## config.mk

```make
export PLATFORM = sky130hd
export DESIGN_NAME = axi4_burst_writer
export DESIGN_NICKNAME = d
export VERILOG_FILES = /design/src/rtl/axi4_pkg.sv /design/src/rtl/sync_fifo_fwft.sv /design/src/rtl/axi4_burst_writer.sv
export SDC_FILE = /design/constraint.sdc
export NUM_CORES = 1
export LEC_CHECK = 0
export BUFFER_PORTS_ARGS = -buffer_cell sky130_fd_sc_hd__buf_2
export CAP_MARGIN = 20
export CORE_AREA = 2 2 201 203
export CTS_CLUSTER_SIZE = 12
export DETAILED_ROUTE_END_ITERATION = 16
export DIE_AREA = 0 0 203 205
export PLACE_DENSITY = 0.51
export SLEW_MARGIN = 15
export SYNTH_ARGS = -nofsm -noshare
export SYNTH_HDL_FRONTEND = slang
export SYNTH_SLANG_ARGS = --single-unit
export TNS_END_PERCENT = 20
```

## constraint.sdc

```tcl
create_clock -name m_axi_aclk -period 4.84 [get_ports m_axi_aclk]
set_input_delay 0.726 -clock m_axi_aclk [delete_from_list [all_inputs] [get_ports m_axi_aclk]]
set_output_delay 0.726 -clock m_axi_aclk [all_outputs]
set_load 0.02 [all_outputs]
```

## src/rtl/axi4_pkg.sv

```systemverilog
// axi4_pkg: shared AXI4 encodings and the burst writer FSM state type
package axi4_pkg;
  localparam logic [1:0] AXI_BURST_INCR = 2'b01;
  localparam logic [1:0] AXI_RESP_OKAY = 2'b00;
  localparam logic [2:0] AXI_SIZE_4B = 3'b010;
  typedef enum logic [2:0] {IDLE, FILL, ADDR, DATA, RESP} bw_state_e;
endpackage

```

## src/rtl/sync_fifo_fwft.sv

```systemverilog
// sync_fifo_fwft: synchronous first-word-fall-through FIFO with full/empty/count
module sync_fifo_fwft #(
  parameter int WIDTH = 32,
  parameter int DEPTH = 8
) (
  input  logic                     clk,
  input  logic                     rst,
  input  logic                     push,
  input  logic [WIDTH-1:0]         din,
  input  logic                     pop,
  output logic [WIDTH-1:0]         dout,
  output logic                     full,
  output logic                     empty,
  output logic [$clog2(DEPTH):0]   count
);
  localparam int AW = $clog2(DEPTH);
  logic [WIDTH-1:0] mem [DEPTH];
  logic [AW-1:0] wp, rp;
  logic wr, rd;
  assign full = count == (AW+1)'(DEPTH);
  assign empty = count == '0;
  assign wr = push && !full;
  assign rd = pop && !empty;
  assign dout = mem[rp];
  always_ff @(posedge clk) if (wr) mem[wp] <= din;
  always_ff @(posedge clk) begin
    if (rst) begin
      wp <= '0;
      rp <= '0;
      count <= '0;
    end else begin
      wp <= wp + AW'(wr);
      rp <= rp + AW'(rd);
      count <= count + (AW+1)'(wr) - (AW+1)'(rd);
    end
  end
endmodule

```

## src/rtl/axi4_burst_writer.sv

```systemverilog
// axi4_burst_writer: packs a 32-bit valid/ready stream into single-outstanding AXI4 INCR write bursts
// Define AXI4_BURST_WRITER_TIMEOUT_EN to add a watchdog that aborts a stalled burst with error
module axi4_burst_writer
  import axi4_pkg::*;
#(
  parameter int C_M_AXI_ID_WIDTH   = 1,
  parameter int C_M_AXI_ADDR_WIDTH = 6,
  parameter int C_M_AXI_DATA_WIDTH = 32,
  parameter int BURST_LEN          = 4,
  parameter int FIFO_DEPTH         = 8,
  parameter int TIMEOUT_CYCLES     = 256
) (
  input  logic                          m_axi_aclk,
  input  logic                          m_axi_areset,
  input  logic                          start,
  input  logic [C_M_AXI_ADDR_WIDTH-1:0] base_addr,
  input  logic [15:0]                   total_beats,
  output logic                          busy,
  output logic                          done,
  output logic                          error,
  input  logic [C_M_AXI_DATA_WIDTH-1:0] s_data,
  input  logic                          s_valid,
  output logic                          s_ready,
  output logic [C_M_AXI_ID_WIDTH-1:0]   m_axi_awid,
  output logic [C_M_AXI_ADDR_WIDTH-1:0] m_axi_awaddr,
  output logic [7:0]                    m_axi_awlen,
  output logic [2:0]                    m_axi_awsize,
  output logic [1:0]                    m_axi_awburst,
  output logic                          m_axi_awvalid,
  input  logic                          m_axi_awready,
  output logic [C_M_AXI_DATA_WIDTH-1:0] m_axi_wdata,
  output logic [3:0]                    m_axi_wstrb,
  output logic                          m_axi_wlast,
  output logic                          m_axi_wvalid,
  input  logic                          m_axi_wready,
  input  logic [1:0]                    m_axi_bresp,
  input  logic                          m_axi_bvalid,
  output logic                          m_axi_bready
);
  localparam int CW = $clog2(FIFO_DEPTH) + 1;
  bw_state_e state, state_n;
  logic [C_M_AXI_ADDR_WIDTH-1:0] cur_addr;
  logic [15:0] remaining, accept_cnt, blen;
  logic [7:0] beat;
  logic [CW-1:0] fifo_count;
  logic fifo_full, fifo_empty, push, pop, timeout;
  assign blen = remaining < 16'(BURST_LEN) ? remaining : 16'(BURST_LEN);
  assign busy = state != IDLE;
  assign s_ready = busy && !fifo_full && accept_cnt != '0;
  assign push = s_valid && s_ready;
  assign pop = m_axi_wvalid && m_axi_wready;
  assign m_axi_awid = '0;
  assign m_axi_awsize = AXI_SIZE_4B;
  assign m_axi_awburst = AXI_BURST_INCR;
  assign m_axi_wstrb = '1;
  assign m_axi_awvalid = state == ADDR;
  assign m_axi_wvalid = state == DATA && !fifo_empty;
  assign m_axi_wlast = m_axi_wvalid && beat == m_axi_awlen;
  assign m_axi_bready = state == RESP;
  sync_fifo_fwft #(.WIDTH(C_M_AXI_DATA_WIDTH), .DEPTH(FIFO_DEPTH)) u_fifo (
    .clk(m_axi_aclk),
    .rst(m_axi_areset || timeout),
    .push(push),
    .din(s_data),
    .pop(pop),
    .dout(m_axi_wdata),
    .full(fifo_full),
    .empty(fifo_empty),
    .count(fifo_count)
  );
`ifdef AXI4_BURST_WRITER_TIMEOUT_EN
  localparam int TW = $clog2(TIMEOUT_CYCLES + 1);
  logic [TW-1:0] wd_cnt;
  logic hs, in_axi;
  assign hs = (m_axi_awvalid && m_axi_awready) || pop || (m_axi_bready && m_axi_bvalid);
  assign in_axi = state inside {ADDR, DATA, RESP};
  assign timeout = in_axi && !hs && wd_cnt == TW'(TIMEOUT_CYCLES - 1);
  always_ff @(posedge m_axi_aclk)
    wd_cnt <= (m_axi_areset || hs || !in_axi) ? '0 : wd_cnt + TW'(1);
`else
  assign timeout = 1'b0;
`endif
  always_ff @(posedge m_axi_aclk) state <= m_axi_areset ? IDLE : state_n;
  always_comb begin
    state_n = state;
    case (state)
      IDLE: if (start && total_beats != '0) state_n = FILL;
      FILL: if (16'(fifo_count) >= blen) state_n = ADDR;
      ADDR: if (m_axi_awready) state_n = DATA;
      DATA: if (pop && m_axi_wlast) state_n = RESP;
      RESP: if (m_axi_bvalid) state_n = remaining == blen ? IDLE : FILL;
      default: state_n = IDLE;
    endcase
    if (timeout) state_n = IDLE;
  end
  always_ff @(posedge m_axi_aclk) begin
    if (m_axi_areset) begin
      cur_addr <= '0;
      remaining <= '0;
      accept_cnt <= '0;
      beat <= '0;
      m_axi_awaddr <= '0;
      m_axi_awlen <= '0;
      error <= 1'b0;
      done <= 1'b0;
    end else begin
      done <= 1'b0;
      if (push) accept_cnt <= accept_cnt - 16'd1;
      if (state == IDLE && start) begin
        cur_addr <= base_addr & ~C_M_AXI_ADDR_WIDTH'(3);
        remaining <= total_beats;
        accept_cnt <= total_beats;
        error <= 1'b0;
        done <= total_beats == '0;
      end
      if (state == FILL && state_n == ADDR) begin
        m_axi_awaddr <= cur_addr;
        m_axi_awlen <= 8'(blen - 16'd1);
      end
      beat <= state == DATA ? beat + 8'(pop) : '0;
      // address wraps modulo the slave window by the natural register width
      if (state == RESP && m_axi_bvalid) begin
        error <= error || m_axi_bresp != AXI_RESP_OKAY;
        remaining <= remaining - blen;
        cur_addr <= cur_addr + C_M_AXI_ADDR_WIDTH'(blen << 2);
        done <= remaining == blen;
      end
      if (timeout) begin
        error <= 1'b1;
        done <= 1'b1;
      end
    end
  end
endmodule

```

==> results.md <==
- Reg2reg setup slack: ~1.3 ns
- First-pass DRT Iterations: 4
- Fin area: approximately 0.016 mm²
- Clock skew: 0.0142 ns
- Final net count: approximately 1.1k
- Final Hold Slack: between 0.4 and 0.5 ns
- Type of the worst setup path: register to register
- Placeable Area: between 0.03 and 0.04 mm²
- CTS sink count: around 330
- Final Critical Period: roughly 3.6 ns
- Max Fclk: between 0.2 and 0.3 GHz
- Worst slack, placed: about 1.3 ns
- Critical R2R Launch: remaining[4]
- Final Max Slew Viols: 0
- Ys flop type: edfxtp_1
- Vias in the first global route: ~7.9k
- Max stage delay on crit path: 0.72 ns
- Final GP Congestion: ~0.8
- Mapped Cells: roughly 860
- CTS root buf: clkbuf_16
- Type of origin of the critical path: register
- Mapped Area: around 0.014 mm²
- Peak supply drop: between 0.0002 and 0.00025 V
- Filler cell count: between 3k and 4k
- Final Non-Filler Cells: 1538
- Worst setup EP type: register
- Area growth from synthesis to layout: 17.6%
- Synth Register Bits: approximately 330
- Seq/Total Area, Yosys: 0.670
- Die Height: approximately 210 µm
- Commonest cells after routing, fill and taps aside: edfxtp_1 (256), buf_2 (112), dfxtp_1 (68), mux4_2 (64), nor2_1 (50)
- Post-route ant nets: 0
- Initial antenna violation count: 1
- Reg2reg end: m_axi_awlen[5]
- CP bufs+invs: 0
- Crit path capture: m_axi_awlen[5]
- Synth warn: 0
- Final hold vios: 0
- Slew margin rel.: 0.432
- Yosys top cell area share: 0.566
- Ports: 127
- RSZ-0062 raised after global routing: no
- Top cells by area in the synthesized netlist: edfxtp_1 (57%), mux4_2 (11%), dfxtp_1 (10%), mux2_2 (2.8%), ha_1 (2.0%)
- Worst-path cell chain: nor4_4 -> nand3b_2 -> nor3_4 -> nand2_1 -> ha_1 -> a2111oi_0 -> a21oi_1 -> nor2b_1 -> nand3_1 -> a21oi_1
- Lkg Pwr: 5.39 nW
- DR WL/cell: slightly below 20 µm
- Largest net degree at the start of global routing: 58
- Synth async-reset ratio: 0
- Port Buffers: 112
- Share of cells above drive strength 1: 0.300
- Dpl cell area: ~0.015 mm²
- TNS Setup: 0 ns
- First-pass GRT wire length: 46700 µm
- CTS H-tree depth: 2
- Die ar.: 0.0416 mm²
- Most common cell on crit path: a21oi_1
- Die X: 203 µm
- Vias/cell: between 4 and 5
- Num rows: 73
- Post-synth EDFFs: around 260
- Synth unique cells: between 60 and 70
- Cts bufs inserted: 38
- # setup viols final: 0
- Total gr overflow: 0
- Worst hold path class: input port to register
- Power Total: 6.67 mW
- Setup ws final: 1.26 ns
- Final Cycle Share: 0.739
- Status: finished clean
- DRC Markers: 0
- CP Data Arrival Time: 4.03 ns
- CP top delay family: simple AND/OR/NAND/NOR gates
- Max clock buf depth: 3
- Cts hold-fix bufs: 0
- Post-CTS Setup Inserts: 0
- Worst path depth: 10
- CP required: ~5.3 ns
- PostCTS Resize Cnt: 0
- Worst-Margin Slew: around 0.85 ns
- Synth area leader: edfxtp_1
- Max-cap violations: 0
- CTS tree: built
- Synth Area per Inst: between 15 and 20 µm²
- Core Util, Final: 0.406
- Detailed placement HPWL: 17400 µm
- DRT Wirelength: between 30000 and 40000 µm
- Worst-skew pair later-pin latency: about 0.54 ns
- Largest fanout on the critical path: 11
- GRT Resource Usage Total: 0.150
- Initial drt markers: 403
- Via Count: between 7k and 8k
- DP Cell Count: 1470
- Critical-path top delay cell: nor2b_1
- P per Cell Area: ~420 mW/mm²
- Clock slew at reported path FFs: around 0.060 ns
- Initial core utilization: 0.345
- Commonest non-fill, non-tap cell in the layout: edfxtp_1
- Worst R2R Path Depth: 10
- Worst Setup SP: remaining[4]
[worst reg2reg max path, stage by stage (launching register included)]
cell and delay, ns:
dfxtp_1 0.39, nor4_4 0.47, nand3b_2 0.25, nor3_4 0.40, nand2_1 0.22, ha_1 0.32
a2111oi_0 0.08, a21oi_1 0.21, nor2b_1 0.72, nand3_1 0.26, a21oi_1 0.19
[flip-flops by register name, indices dropped and copies added (netlist names)]
name / count
m_axi_awlen: 8
u_fifo.count: 4
m_axi_awaddr: 4
cur_addr: 4
done: 1
u_fifo.rp: 3
state: 3
u_fifo.wp: 3
u_fifo.mem: 256
beat: 8
accept_cnt: 16
remaining: 16
error: 1
[worst min-delay path by stage]
stage,depth (start not counted),end,slack [ns],from
after global placement,2,m_axi_awaddr[5],0.45,m_axi_awaddr[5]
after floorplan,2,m_axi_awaddr[5],0.45,cur_addr[5]
after global routing,1,u_fifo.mem[2][10],0.44,s_data[10]
final,3,cur_addr[4],0.44,base_addr[4]
after CTS,3,cur_addr[4],0.41,base_addr[4]
after detailed placement,2,m_axi_awaddr[2],0.46,m_axi_awaddr[2]
[power breakdown]
group	internal (mW)	switching, mW	leakage (nW)	total [mW]
Combinational	0.278	0.443	1.92	0.722
Sequential	3.14	0.0864	2.89	3.23
Clock	1.61	1.12	0.583	2.72
Total	5.03	1.65	5.39	6.67
[logic make-up after synthesis]
logic type	Yosys count	synth area share
multiplexers	102	0.137
XOR/XNOR	26	0.0168
flip-flops	327	0.670
other	2	0.000553
adder cells (fa/ha/maj)	24	0.0232
buffers and inverters	74	0.0250
AND/OR/NAND/NOR	199	0.0755
AO/OA/AOI/OAI	103	0.0516
[layer usage]
metal | GRT usage | share of wire
met1 | 0.197 | 0.45
met2 | 0.247 | 0.48
met3 | 0.0326 | 0.043
met4 | 0.0490 | 0.026
met5 | 0 | 0
[synthesized netlist by cell type (5+ instances only)]
master	number
edfxtp_1	256
dfxtp_1	71
mux4_2	64
nor2_1	53
nand2_1	42
a21oi_1	36
mux2_2	34
clkbuf_1	32
ha_1	22
inv_1	21
nor3_1	19
nand3_1	17
xor2_1	17
nor4_1	16
buf_4	12
a31oi_1	11
o21ai_0	9
xnor2_1	9
buf_2	8
nor2b_1	7
o211ai_1	7
or3_1	7
nand2b_1	6
a211oi_1	5
[final cells by class]
cell class	count	area, µm²	share of cell area
repair buffers	129	713	0.0446
inverters	21	78.8	0.00493
well taps	525	657	0.0411
clock buffers	49	1070	0.0667
diodes	1	2.50	0.000157
multi-input cells	468	4240	0.265
clock inverters	18	118	0.00736
flip-flops and latches	327	9110	0.570
Power figures use the tool's default switching activity.
